`src/rtl/control_unit_pipe.sv`:
```
// Purpose: ID-stage control decoder with the ID/EX and EX/MEM control/PC pipeline registers.
// Latency: id_ctrl is combinational; ex_ctrl/ex_pc lag by 1 edge; mem_ctrl/wb_ctrl/mem_pc lag by 2 edges.
// Backpressure: none. The stages shift every edge, and s=1 injects a zero-control bubble at ID.
//
// Ports:
//   clk, reset (async, active-low)
//   instruction[31:0], s (bubble select), id_pc[31:0]
//   id_ctrl[17:0]  = {ex_ctrl, mem_ctrl, wb_ctrl} decoded in ID
//   ex_ctrl[7:0]   = {alu_op[3:0], reg_dst, ta_mux, rs_addr_mux, jal_adder}, and ex_pc[31:0]
//   mem_ctrl[4:0]  = {load, mem_write, mem_size[1:0], mem_signed}
//   wb_ctrl[4:0]   = {reg_file_enable, hi_enable, lo_enable, write_destination[1:0]}, and mem_pc[31:0]
module control_unit_pipe (
  input  logic        clk,
  input  logic        reset,
  input  logic [31:0] instruction,
  input  logic        s,
  input  logic [31:0] id_pc,
  output logic [17:0] id_ctrl,
  output logic [7:0]  ex_ctrl,
  output logic [31:0] ex_pc,
  output logic [4:0]  mem_ctrl,
  output logic [4:0]  wb_ctrl,
  output logic [31:0] mem_pc
);

  localparam logic [3:0] ALU_ADD  = 4'h0;
  localparam logic [3:0] ALU_SUB  = 4'h1;
  localparam logic [3:0] ALU_AND  = 4'h2;
  localparam logic [3:0] ALU_OR   = 4'h3;
  localparam logic [3:0] ALU_XOR  = 4'h4;
  localparam logic [3:0] ALU_NOR  = 4'h5;
  localparam logic [3:0] ALU_SLL  = 4'h6;
  localparam logic [3:0] ALU_SRL  = 4'h7;
  localparam logic [3:0] ALU_SRA  = 4'h8;
  localparam logic [3:0] ALU_SLT  = 4'h9;
  localparam logic [3:0] ALU_SLTU = 4'hA;
  localparam logic [3:0] ALU_LUI  = 4'hB;
  localparam logic [3:0] ALU_PASS = 4'hC;

  logic [5:0] opcode;
  logic [5:0] funct;
  assign opcode = instruction[31:26];
  assign funct  = instruction[5:0];

  logic [3:0] alu_op;
  logic       reg_dst, ta_mux, rs_addr_mux, jal_adder;
  logic       load, mem_write, mem_signed;
  logic [1:0] mem_size;
  logic       rf_en, hi_en, lo_en;
  logic [1:0] wr_dst;
  logic [17:0] dec_ctrl;

  always_comb begin
    alu_op      = ALU_ADD;
    reg_dst     = 1'b0;
    ta_mux      = 1'b0;
    rs_addr_mux = 1'b0;
    jal_adder   = 1'b0;
    load        = 1'b0;
    mem_write   = 1'b0;
    mem_size    = 2'b00;
    mem_signed  = 1'b0;
    rf_en       = 1'b0;
    hi_en       = 1'b0;
    lo_en       = 1'b0;
    wr_dst      = 2'b00;
    unique case (opcode)
      6'h00: begin
        // R-type defaults to rd/rf; the cases below override the exceptions.
        reg_dst = 1'b1;
        rf_en   = 1'b1;
        unique case (funct)
          6'h20, 6'h21: alu_op = ALU_ADD;
          6'h22, 6'h23: alu_op = ALU_SUB;
          6'h24: alu_op = ALU_AND;
          6'h25: alu_op = ALU_OR;
          6'h26: alu_op = ALU_XOR;
          6'h27: alu_op = ALU_NOR;
          6'h2A: alu_op = ALU_SLT;
          6'h2B: alu_op = ALU_SLTU;
          6'h00: begin alu_op = ALU_SLL; rs_addr_mux = 1'b1; end
          6'h02: begin alu_op = ALU_SRL; rs_addr_mux = 1'b1; end
          6'h03: begin alu_op = ALU_SRA; rs_addr_mux = 1'b1; end
          6'h09: jal_adder = 1'b1;
          6'h10: begin alu_op = ALU_PASS; wr_dst = 2'b10; end
          6'h12: begin alu_op = ALU_PASS; wr_dst = 2'b11; end
          6'h11: begin alu_op = ALU_PASS; hi_en = 1'b1; rf_en = 1'b0; reg_dst = 1'b0; end
          6'h13: begin alu_op = ALU_PASS; lo_en = 1'b1; rf_en = 1'b0; reg_dst = 1'b0; end
          // jr and unrecognised functs decode to an all-zero word.
          default: begin reg_dst = 1'b0; rf_en = 1'b0; end
        endcase
      end
      6'h08, 6'h09: begin ta_mux = 1'b1; rf_en = 1'b1; alu_op = ALU_ADD;  end
      6'h0A:        begin ta_mux = 1'b1; rf_en = 1'b1; alu_op = ALU_SLT;  end
      6'h0B:        begin ta_mux = 1'b1; rf_en = 1'b1; alu_op = ALU_SLTU; end
      6'h0C:        begin ta_mux = 1'b1; rf_en = 1'b1; alu_op = ALU_AND;  end
      6'h0D:        begin ta_mux = 1'b1; rf_en = 1'b1; alu_op = ALU_OR;   end
      6'h0E:        begin ta_mux = 1'b1; rf_en = 1'b1; alu_op = ALU_XOR;  end
      6'h0F:        begin ta_mux = 1'b1; rf_en = 1'b1; alu_op = ALU_LUI;  end
      6'h20, 6'h21, 6'h23, 6'h24, 6'h25: begin
        ta_mux = 1'b1; load = 1'b1; rf_en = 1'b1; wr_dst = 2'b01;
        mem_size   = (opcode == 6'h23) ? 2'b10 :
                     (opcode == 6'h21 || opcode == 6'h25) ? 2'b01 : 2'b00;
        mem_signed = (opcode == 6'h20 || opcode == 6'h21);
      end
      6'h28, 6'h29, 6'h2B: begin
        ta_mux = 1'b1; mem_write = 1'b1;
        mem_size = (opcode == 6'h2B) ? 2'b10 : (opcode == 6'h29) ? 2'b01 : 2'b00;
      end
      6'h04, 6'h05: alu_op = ALU_SUB;
      6'h03: begin jal_adder = 1'b1; rf_en = 1'b1; end
      default: ; // j and unrecognised opcodes: all zero
    endcase
  end

  assign dec_ctrl = {alu_op, reg_dst, ta_mux, rs_addr_mux, jal_adder,
                     load, mem_write, mem_size, mem_signed,
                     rf_en, hi_en, lo_en, wr_dst};

  // Bubble mux; a zero instruction (nop) and reset also produce a zero word.
  assign id_ctrl = (s || !reset || instruction == 32'h0) ? 18'h0 : dec_ctrl;

  // ID/EX stage holds all three groups; the EX group is dropped at EX/MEM.
  logic [4:0] ex_mem_q;
  logic [4:0] ex_wb_q;

  always_ff @(posedge clk or negedge reset) begin
    if (!reset) begin
      ex_ctrl  <= 8'h0;
      ex_mem_q <= 5'h0;
      ex_wb_q  <= 5'h0;
      ex_pc    <= 32'h0;
      mem_ctrl <= 5'h0;
      wb_ctrl  <= 5'h0;
      mem_pc   <= 32'h0;
    end else begin
      ex_ctrl  <= id_ctrl[17:10];
      ex_mem_q <= id_ctrl[9:5];
      ex_wb_q  <= id_ctrl[4:0];
      ex_pc    <= id_pc;
      mem_ctrl <= ex_mem_q;
      wb_ctrl  <= ex_wb_q;
      mem_pc   <= ex_pc;
    end
  end

endmodule

```
`config.mk`:
```
export PLATFORM = sky130hd
export DESIGN_NAME = control_unit_pipe
export DESIGN_NICKNAME = d
export VERILOG_FILES = /design/src/rtl/control_unit_pipe.sv
export SDC_FILE = /design/constraint.sdc
export NUM_CORES = 1
export LEC_CHECK = 0
export BUFFER_PORTS_ARGS = -buffer_cell sky130_fd_sc_hd__buf_2
export CORE_UTILIZATION = 43
export CTS_CLUSTER_DIAMETER = 200
export DETAILED_ROUTE_END_ITERATION = 6
export GPL_ROUTABILITY_DRIVEN = 0
export PLACE_DENSITY = 0.76
export SYNTH_ARGS = -nofsm -noshare
export SYNTH_HDL_FRONTEND = slang
export SYNTH_SLANG_ARGS = --single-unit
```
`constraint.sdc`:
```
create_clock -name clk -period 1.79 [get_ports clk]
set_input_delay 0.179 -clock clk [delete_from_list [all_inputs] [get_ports clk]]
set_output_delay 0.179 -clock clk [all_outputs]
set_load 0.05 [all_outputs]
```
==> summary.md, run 1 <==
| Metric | Value |
|---|---|
| Number of synthesized flops with an enable pin | `0` |
| Critical path peak fanout | `3` |
| Die Ht | `85.0 um` |
| Fill count | `370` |
| Max incr delay on CP | `430 ps` |
| Clock-pin slew on the worst setup and hold paths | `90 ps` |
| Max Cap Viol | `0` |
| Critical path startpoint | `instruction[28]` |
| Drt drc | `0` |
| Die area | `between 7000 and 8000 um^2` |
| Post-DP HPWL | `between 6000 and 7000 um` |
| Tmin final | `around 1900 ps` |
| Root Buffer Master | `clkbuf_8` |
| CP Data Arrival Time | `1720 ps` |
| Placed cells | `roughly 470` |
| Peak supply drop | `391 uV` |
| Post-DRT Antenna Nets | `0` |
| I/O Pins | `167` |
| Clk sinks | `92` |
| Worst-path cell chain | `buf_6 > or3_4 > or3_4 > o31ai_4 > buf_6 > nor2_4 > buf_8` |
| Synth warn | `0` |
| Pleak | `0.00253 uW` |
| CTS max path bufs | `2` |
| CP Capture Type | `primary output` |
| Grt total ovfl | `0` |
| Nets | `512` |
| CTS buffer count | `9` |
| Largest cells by area after synthesis | `dfrtp_1 (78%), nor4_1 (1.5%), nor2_1 (1.4%), a21oi_1 (1.4%), nor3_1 (1.4%)` |
| Most common cell after layout, fill and taps aside | `buf_2` |
| Delay-heaviest family, CP | `simple AND/OR/NAND/NOR gates` |
| Core box area | `6490 um^2` |
| Largest net degree at the start of global routing | `90` |
| Final setup viols | `9` |
| Synth-to-Final Area Change | `73.2%` |
| Failing checks | `negative setup slack` |
| DR iter-0 viols | `102` |
| Seq cells post-synth | `92` |
| Avg Inst Size Synth | `roughly 15 um^2` |
| Post-synth net total | `approximately 270` |
| Synth top area share | `77.7%` |
| Setup WS post-layout | `-113 ps` |
| Routed vias/inst | `4.97` |
| Crit share post-route | `106%` |
| Drt total wl | `between 9000 and 10,000 um` |
| Largest area contributor in the netlist | `dfrtp_1` |
| Clk_skew | `12.6 ps` |
| 1st-pass router iterations | `4` |
| Worst hold path class | `in -> reg` |
| Share of synthesized registers carrying an async set or reset | `100%` |
| Fin Hold WS | `152 ps` |
| CP Launch Type | `input pin` |
| GR Util All Layers | `27.0%` |
| Headroom to the max-slew limit | `30.4%` |
| Initial Util | `45.6%` |
| Reg2reg path depth | `0` |
| Pre-CTS worst setup slack | `-285 ps` |
| PD cells | `approximately 860 nW/um^2` |
| Netlist cell types | `38` |
| Pwr Total | `between 4000 and 5000 uW` |
| Reg-to-reg critical path startpoint | `ex_pc[15]` |
| CP required | `1610 ps` |
| Fin. max-slew vios | `0` |
| Diodes inserted | `0` |
| Synthesized area | `2960 um^2` |
| Post-synthesis sequential area ratio | `77.7%` |
| Hold Crit Start | `instruction[30]` |
| Number of global-route vias before repair | `2,688` |
| WHS Path Cells | `3` |
| Total Neg Setup Slack | `-740 ps` |
| Via Count | `2,620` |
| Port bufs | `166` |
| Outcome | `complete, but fails checks` |
| Hold endpoint | `ex_mem_q[4]` |
| Clock latency on the worst-skew pair | `340 ps` |
| DR WL/cell | `17.7 um` |
| Cells after Synth | `202` |
| Final Hold Fails | `0` |
| CTS tree | `yes` |
| RSZ-0062 raised after global routing | `true` |
| Layout cells sized above 1 | `58.0%` |
| Critical path buffers and inverters | `3` |
| Area of the multi-input gates | `883 um^2` |
| Worst R2R End | `mem_pc[15]` |
| Non-filler cells, final | `527` |
| Reg2reg setup slack | `1250 ps` |
| Fmax | `0.525 GHz` |
| Slew at the pin with the worst max-slew slack | `1040 ps` |
| Sequential cell area | `~2300 um^2` |
| Initial antenna violation count | `0` |
| H-tree Lvls | `3` |
| Commonest cells after routing, fill and taps aside | `buf_2 (148), dfrtp_1 (92), buf_4 (39), dlygate4sd3_1 (33), buf_6 (19)` |
| Leading register cell type out of synthesis | `dfrtp_1` |
| Rows | `29` |
| First-pass GRT wire length | `14,300 um` |
| WS Path Type | `in -> out` |
| Die Wd | `around 85 um` |
| CP max-delay cell | `or3_4` |
-- state kept, by name, indices dropped and copies added, names as in the netlist --
signal    flops
ex_pc        32
ex_mem_q      5
ex_wb_q       5
mem_ctrl      5
ex_ctrl       8
mem_pc       32
wb_ctrl       5
-- logic make-up (layout without fill, tap and decap cells) --
logic type,after synthesis,after routing,share of synthesized area (%)
AO/OA/AOI/OAI,32,32,7.64
buffers and inverters,14,262,1.82
flip-flops,92,92,77.7
multiplexers,1,1,0.338
AND/OR/NAND/NOR,63,63,12.5
-- routing by layer --
| metal | track usage, % | routed length, um |
|---|---|---|
| met1 | 30.7 | 3450 |
| met2 | 50.4 | 5040 |
| met3 | 4.96 | 656 |
| met4 | 9.86 | 204 |
| met5 | 0 | 0 |
-- area by class of cell --
type | count | share of cell area, %
Sequential cell | 92 | 44.8
Timing Repair Buffer | 241 | 31.4
Multi-Input combinational cell | 96 | 17.2
Clock buffer | 10 | 2.68
Tap cell | 77 | 1.88
Clock inverter | 6 | 1.61
Inverter | 5 | 0.366
-- per-stage QoR --
stage,util (%),cell area [um^2]
after CTS,77.8,5050
after global routing,79.0,5130
after global placement,66.9,4350
final,79.0,5130
after floorplan,-,3160
after detailed placement,66.9,4350
-- what timing repair did --
action | CTS | global route
hold endpoints to repair | 35 | 0
endpoints found under the setup margin | 13 | 12
setup buffers | 2 | 2
pin swaps | 8 | 14
resized for setup | 40 | 11
hold buffers | 33 | 0
-- where the power goes --
group | switching (uW) | total, uW | internal [uW]
sequential | 35.8 | 2190 | 2150
clock | 754 | 1470 | 713
combinational | 519 | 767 | 248
total | 1310 | 4420 | 3120
-- synth_stat cells (all sizes together), types with 2 or more instances --
library cell,count
a2111oi,2
a211o,2
a211oi,4
a21oi,8
buf,2
clkbuf,7
dfrtp,92
inv,5
nand2,6
nand2b,2
nand3,5
nand4,4
nor2,11
nor2b,3
nor3,9
nor3b,2
nor4,7
nor4b,2
o21ai,8
o21ba,2
or3,4
or3b,2
-- worst max path at each step --
| stage | cells past startpoint | to | slack [ps] |
|---|---|---|---|
| finish | 7 | id_ctrl[13] | -110 |
| global route | 7 | id_ctrl[13] | -140 |
| CTS | 7 | id_ctrl[13] | -160 |
| detailed placement | 7 | id_ctrl[15] | -290 |
| global placement | 7 | id_ctrl[14] | -220 |
| floorplan | 4 | ex_ctrl[1] | -170 |
(Power assumes the default switching activity.)
==> run 2: changes to the inputs <==
--- a/config.mk
+++ b/config.mk
@@ -6,11 +6,12 @@
 export NUM_CORES = 1
 export LEC_CHECK = 0
 export BUFFER_PORTS_ARGS = -buffer_cell sky130_fd_sc_hd__buf_2
-export CORE_UTILIZATION = 43
+export CORE_UTILIZATION = 47
 export CTS_CLUSTER_DIAMETER = 200
 export DETAILED_ROUTE_END_ITERATION = 6
 export GPL_ROUTABILITY_DRIVEN = 0
-export PLACE_DENSITY = 0.76
+export PLACE_DENSITY = 0.82
+export REMOVE_ABC_BUFFERS = 1
 export SYNTH_ARGS = -nofsm -noshare
 export SYNTH_HDL_FRONTEND = slang
 export SYNTH_SLANG_ARGS = --single-unit
==> constraint.sdc (replaced) <==
create_clock -name clk -period 2.44 [get_ports clk]
set_input_delay 0.244 -clock clk [delete_from_list [all_inputs] [get_ports clk]]
set_output_delay 0.244 -clock clk [all_outputs]
set_load 0.05 [all_outputs]
==> run 2 against run 1 <==
Compared with the run above:
- critical endpoint is now id_ctrl[11]
- first-iteration DRC count up 7.8%
- the run now ends clean
- die area down 8.3%
- clock skew down 3.1 ps
- count of clock-buffer cells in the layout down 1
- worst hold slack worse by 130 ps
- utilization down 6.1 points
- critical path type unchanged
- combinational power down 38%
- highest routed layer unchanged
- largest power group unchanged
==> summary.md, run 2 (synthesis results as in run 1) <==
| Metric | Value |
|---|---|
| Core box area | `5990 um^2 (-7.8%)` |
| Drt total wl | `8350 um (-11%)` |
| CTS tree | `yes` |
| Hold endpoint | `ex_pc[31]` |
| Most Used Layer, Global Route | `met2` |
| Final setup viols | `0 (-9)` |
| Pleak | `0.00225 uW (-11%)` |
| I/O Pins | `167 (unchanged)` |
| Worst hold path class | `in -> reg` |
| CP Data Arrival Time | `2030 ps (+310 ps)` |
| Cell mode on critical path | `buf_2` |
| Post-DRT Antenna Nets | `0 (unchanged)` |
| Clk sinks | `92 (unchanged)` |
| Met3 Use GR | `8.22% (+3.3 points)` |
| Max Cap Viol | `0 (unchanged)` |
| DR WL/cell | `17.4 um (-1.9%)` |
| Headroom to the max-slew limit | `29.4% (-1.0 points)` |
| Worst R2R End | `mem_pc[16]` |
| Outcome | `finished, final reports clean` |
| GR Util All Layers | `24.6% (-2.4 points)` |
| Clock latency on the worst-skew pair | `340 ps (about the same)` |
| CP required | `2200 ps (+590 ps)` |
| Fmax | `0.441 GHz` |
| DR iter-0 viols | `110 (+7.8%)` |
| Die Wd | `81.4 um (-4.2%)` |
| CTS buffer count | `9 (unchanged)` |
| Commonest cells after routing, fill and taps aside | `buf_2 (165), dfrtp_1 (92), dlygate4sd3_1 (27), nor2_1 (11), clkbuf_8 (9)` |
| Clock-pin slew on the worst setup and hold paths | `90 ps (about the same)` |
| Sequential cell area | `2300 um^2 (unchanged)` |
| GR Util met1 | `28.1% (-2.6 points)` |
| Pre-CTS worst setup slack | `183 ps (+468 ps)` |
| Nets | `467 (-8.8%)` |
| CP max-delay cell | `or3_1` |
| Slew at the pin with the worst max-slew slack | `1060 ps (+15.3 ps)` |
| Pwr Total | `3180 uW (-28%)` |
| Routed vias/inst | `5.06 (+1.7%)` |
| Synth-to-Final Area Change | `47.4%` |
| Postcts setup bufs | `0 (-2)` |
| Layout cells sized above 1 | `47.9% (-10 points)` |
| CP Launch Type | `input pin` |
| RSZ-0062 raised after global routing | `false` |
| Worst-path cell chain | `buf_2 > or3_1 > or3_4 > nor4b_1 > buf_2` |
| Reg2reg setup slack | `1910 ps (+660 ps)` |
| Most common cell after layout, fill and taps aside | `buf_2` |
| Clk_skew | `9.42 ps (-3.14 ps)` |
| Fin. max-slew vios | `0 (unchanged)` |
| Final Hold Fails | `0 (unchanged)` |
| Via Count | `2,427 (-7.4%)` |
| Die area | `6630 um^2 (-8.3%)` |
| Crit share post-route | `between 90% and 100%` |
| Port bufs | `166 (unchanged)` |
| First-pass GRT wire length | `11,700 um (-18%)` |
| Post-DP HPWL | `5550 um (-9.0%)` |
| Tmin final | `2270 ps` |
| Post-layout util | `73.0% (-6.1 points)` |
| Grt met2 use | `43.3% (-7.0 points)` |
| Initial antenna violation count | `0 (unchanged)` |
| Area of the multi-input gates | `608 um^2 (-31%)` |
| Fill count | `401 (+8.4%)` |
| Critical path peak fanout | `8 (+5)` |
| Initial Util | `49.5% (+3.8 points)` |
| Drt drc | `0 (unchanged)` |
| Root Buffer Master | `clkbuf_8` |
| Number of global-route vias before repair | `2,273 (-15%)` |
| Setup WS post-layout | `170 ps (+284 ps)` |
| Diodes inserted | `0 (unchanged)` |
| Peak supply drop | `449 uV (+15%)` |
| Reg-to-reg critical path startpoint | `ex_pc[16]` |
| Top flop regs | `ex_pc: 32 flops, mem_pc: 32 flops, ex_ctrl: 8 flops` |
| Largest net degree at the start of global routing | `90 (unchanged)` |
| H-tree Lvls | `3 (unchanged)` |
| Hold Crit Start | `id_pc[31]` |
| PD cells | `727 nW/um^2 (-16%)` |
| WHS Path Cells | `1 (-2)` |
| Reg2reg path depth | `0 (unchanged)` |
| Rows | `28 (-3.4%)` |
| WS Path Type | `in -> out` |
| 1st-pass router iterations | `4 (unchanged)` |
| Die Ht | `81.4 um (-4.2%)` |
| Max incr delay on CP | `450 ps (+20 ps)` |
| CP Capture Type | `primary output` |
| CTS max path bufs | `2 (unchanged)` |
| Grt total ovfl | `0 (unchanged)` |
==> run 2: cell count changes in the layout (fill, tap and decap cells not counted), sizes merged <==
cell | before | now
bufinv | 1 | 2
clkbuf | 10 | 9
dlygate4sd3 | 33 | 27
buf | 208 | 169
==> run 2: worst max path at each step <==
| stage | startpoint | endpoint | slack [ps] | depth (start not counted) |
|---|---|---|---|---|
| 2_1_floorplan | instruction[27] | ex_ctrl[6] | -1390 | 3 |
| 3_3_place_gp | instruction[28] | id_ctrl[11] | 200 | 5 |
| 3_5_place_dp | instruction[28] | id_ctrl[11] | 180 | 5 |
| 4_1_cts | instruction[28] | id_ctrl[11] | 180 | 5 |
| 5_1_grt | instruction[28] | id_ctrl[14] | 30 | 6 |
| 6_report | instruction[28] | id_ctrl[11] | 170 | 5 |
==> run 2: stage by stage <==
step / hold WS (ps) / std cells / instance area, um^2 / TNS [ps]
3_3_place_gp: 47.4 / 437 / 3880 / 0
5_1_grt: -4.13 / 480 / 4370 / 0
3_5_place_dp: 48.2 / 437 / 3880 / 0
4_1_cts: 0.671 / 473 / 4300 / 0
2_1_floorplan: -51.6 / 193 / 2930 / -4600
6_report: 19.8 / 480 / 4370 / 0
==> run 2: timing repair <==
action / CTS / global route
hold buffers: 20 / 7
resized for setup: 0 / 0
hold endpoints to repair: 22 / 7
==> run 2: final cells by class <==
class / instances / share of cell area, %
clock inverter: 7 / 2.23
clock buffer: 9 / 2.83
inverter: 5 / 0.429
multi-input combinational: 96 / 13.9
timing repair buffer: 196 / 25.8
sequential: 92 / 52.7
tap: 75 / 2.15
==> run 2: power by group <==
group	internal [uW]	switching (uW)
Clock	584	512
Combinational	131	346
Sequential	1580	25.6
Total	2300	884
==> run 2: layer usage <==
| layer | part of all wire (%) | vias to the layer above |
|---|---|---|
| li1 | - | 1108 |
| met1 | 37 | 1180 |
| met2 | 53 | 133 |
| met3 | 9.2 | 6 |
| met4 | 0.86 | 0 |
| met5 | 0 | - |
==> run 2: critical path, delay by kind of cell <==
kind / cells / cell delay [ps]
buf+inv: 2 / 480
simple gates: 3 / 1300
==> run 3: changes to the inputs <==
--- a/config.mk
+++ b/config.mk
@@ -6,11 +6,13 @@
 export NUM_CORES = 1
 export LEC_CHECK = 0
 export BUFFER_PORTS_ARGS = -buffer_cell sky130_fd_sc_hd__buf_2
-export CORE_UTILIZATION = 47
+export CELL_PAD_IN_SITES_DETAIL_PLACEMENT = 1
+export CELL_PAD_IN_SITES_GLOBAL_PLACEMENT = 2
+export CORE_UTILIZATION = 29
 export CTS_CLUSTER_DIAMETER = 200
 export DETAILED_ROUTE_END_ITERATION = 6
 export GPL_ROUTABILITY_DRIVEN = 0
-export PLACE_DENSITY = 0.82
+export PLACE_DENSITY = 0.83
 export REMOVE_ABC_BUFFERS = 1
 export SYNTH_ARGS = -nofsm -noshare
 export SYNTH_HDL_FRONTEND = slang
==> run 3 against run 2 <==
Compared with the run above:
- combinational power rose by 3%
- cell count increased by 14%
- sequential power is essentially flat
- die area grew 60%
- largest power group unchanged
==> summary.md, run 3 (synthesis results as in run 1) <==
| Metric | Value |
|---|---|
| DR iter-0 viols | `56 (-49%)` |
| Setup WS post-layout | `82.6 ps (-87.8 ps)` |
| Final Hold Fails | `0 (unchanged)` |
| Routed vias/inst | `4.54 (-10%)` |
| CP Launch Type | `input pin` |
| Commonest cells after routing, fill and taps aside | `buf_2 (165), dfrtp_1 (92), dlygate4sd3_1 (34), nor2_1 (11), clkbuf_8 (9)` |
| CP required | `2200 ps (about the same)` |
| 1st-pass router iterations | `4 (unchanged)` |
| Fin. max-slew vios | `0 (unchanged)` |
| Diodes inserted | `0 (unchanged)` |
| Die area | `10,600 um^2 (+60%)` |
| Reg2reg setup slack | `1890 ps (-20 ps)` |
| Layout cells sized above 1 | `47.3% (-0.56 points)` |
| Clock-pin slew on the worst setup and hold paths | `80 ps (about the same)` |
| Final setup viols | `0 (unchanged)` |
| Initial Util | `30.2% (-19 points)` |
| I/O Pins | `167 (unchanged)` |
| Pleak | `0.00229 uW (+1.4%)` |
| DR WL/cell | `18.4 um (+5.8%)` |
| Drt drc | `0 (unchanged)` |
| Clock latency on the worst-skew pair | `350 ps (about the same)` |
| H-tree Lvls | `3 (unchanged)` |
| Sequential cell area | `2300 um^2 (unchanged)` |
| Worst hold path class | `in -> reg` |
| Peak supply drop | `291 uV (-35%)` |
| Critical path startpoint | `instruction[28]` |
| Top flop regs | `ex_pc: 32 flops, mem_pc: 32 flops, ex_ctrl: 8 flops` |
| Fill count | `1,091 (+170%)` |
| Fmax | `0.424 GHz (-3.7%)` |
| Post-DRT Antenna Nets | `0 (unchanged)` |
| Pre-CTS worst setup slack | `114 ps (-68.6 ps)` |
| Post-DP Area | `3980 um^2 (+2.6%)` |
| Die Wd | `103 um (+27%)` |
| CTS tree | `yes` |
| RSZ-0062 raised after global routing | `false` |
| Pwr Total | `3080 uW (-3.1%)` |
| Tmin final | `2360 ps (+87.8 ps)` |
| Rows | `36 (+29%)` |
| Post-layout util | `45.9% (-27 points)` |
| Via Count | `2,483 (+2.3%)` |
| Die Ht | `103 um (+27%)` |
| CTS buffer count | `9 (unchanged)` |
| Design Area, Final | `4510 um^2 (+3.1%)` |
| Outcome | `finished, final reports clean` |
| Synth-to-Final Area Change | `52.1%` |
| GR Util All Layers | `19.1% (-5.5 points)` |
| Drt total wl | `10,100 um (+21%)` |
| Initial antenna violation count | `0 (unchanged)` |
| Grt total ovfl | `0 (unchanged)` |
| Clk_skew | `8.16 ps (-1.26 ps)` |
| Max Cap Viol | `0 (unchanged)` |
| Root Buffer Master | `clkbuf_8` |
| CP Capture Type | `primary output` |
| Critical path peak fanout | `8 (unchanged)` |
| First-pass GRT wire length | `14,400 um (+23%)` |
| Post-DP HPWL | `6850 um (+23%)` |
| Clk sinks | `92 (unchanged)` |
| Headroom to the max-slew limit | `59.0% (+30 points)` |
| PD cells | `683 nW/um^2 (-6.1%)` |
| Postcts setup bufs | `0 (unchanged)` |
| Worst setup path endpoint | `id_ctrl[14]` |
| Crit share post-route | `96.6% (+3.6 points)` |
| Largest net degree at the start of global routing | `50 (-44%)` |
| Most common cell after layout, fill and taps aside | `buf_2` |
| Worst R2R End | `mem_pc[29]` |
| Port bufs | `166 (unchanged)` |
| Number of global-route vias before repair | `2,641 (+16%)` |
| Area of the multi-input gates | `614 um^2 (+1.0%)` |
| Reg2reg path depth | `0 (unchanged)` |
| Reg-to-reg critical path startpoint | `ex_pc[29]` |
| Nets | `478 (+2.4%)` |
| WS Path Type | `in -> out` |
| Core box area | `9820 um^2 (+64%)` |
| Slew at the pin with the worst max-slew slack | `615 ps (-445 ps)` |
| CP Data Arrival Time | `2110 ps (+80 ps)` |
| CTS max path bufs | `2 (unchanged)` |
-- run 3: worst min path at each step --
stage / start / end / slack [ps] / cells past startpoint
after detailed placement: reset / ex_ctrl[6] / 60 / 1
after global routing: instruction[30] / ex_mem_q[4] / 150 / 2
after CTS: instruction[30] / ex_ctrl[2] / 130 / 2
final: instruction[30] / ex_mem_q[4] / 160 / 2
after global placement: reset / ex_ctrl[7] / 60 / 1
after floorplan: reset / ex_ctrl[0] / -50 / 0
-- run 3: repair_timing --
item | CTS | global route
hold endpoints to repair | 36 | 0
setup endpoints to repair | 0 | 2
hold buffers | 34 | 0
resized for setup | 0 | 2
-- run 3: layout make-up --
class | count | share of cell area, %
Inverter | 5 | 0.416
Sequential cell | 92 | 51.1
Multi-Input combinational cell | 96 | 13.6
Timing Repair Buffer | 207 | 27.2
Tap cell | 133 | 3.69
Clock inverter | 4 | 1.17
Clock buffer | 10 | 2.83
-- run 3: worst max-delay path, cell delays in order --
cell and delay, ps:
buf_2 140, or3_1 460, nor3_1 380, o21ai_0 150, a211oi_1 330, buf_4 170, buf_2 250
-- run 3: routing by layer --
layer	GRT usage [%]	wire, um	share of wire [%]
met5	0	0	0
met4	7.80	159	1.6
met3	5.63	832	8.3
met2	34.1	5100	51
met1	21.3	3980	40
-- run 3: report_power, final --
part           switching [uW]  internal [uW]
Clock                     514            465
Combinational             353            140
Sequential               27.1           1580
-- run 3: stage by stage --
stage                     std cells  hold slack [ps]  setup TNS, ps
after floorplan                 193            -51.6          -4600
after global placement          499             59.1              0
after detailed placement        499             62.9              0
after CTS                       547              134              0
after global routing            547              149              0
final                           547              159              0
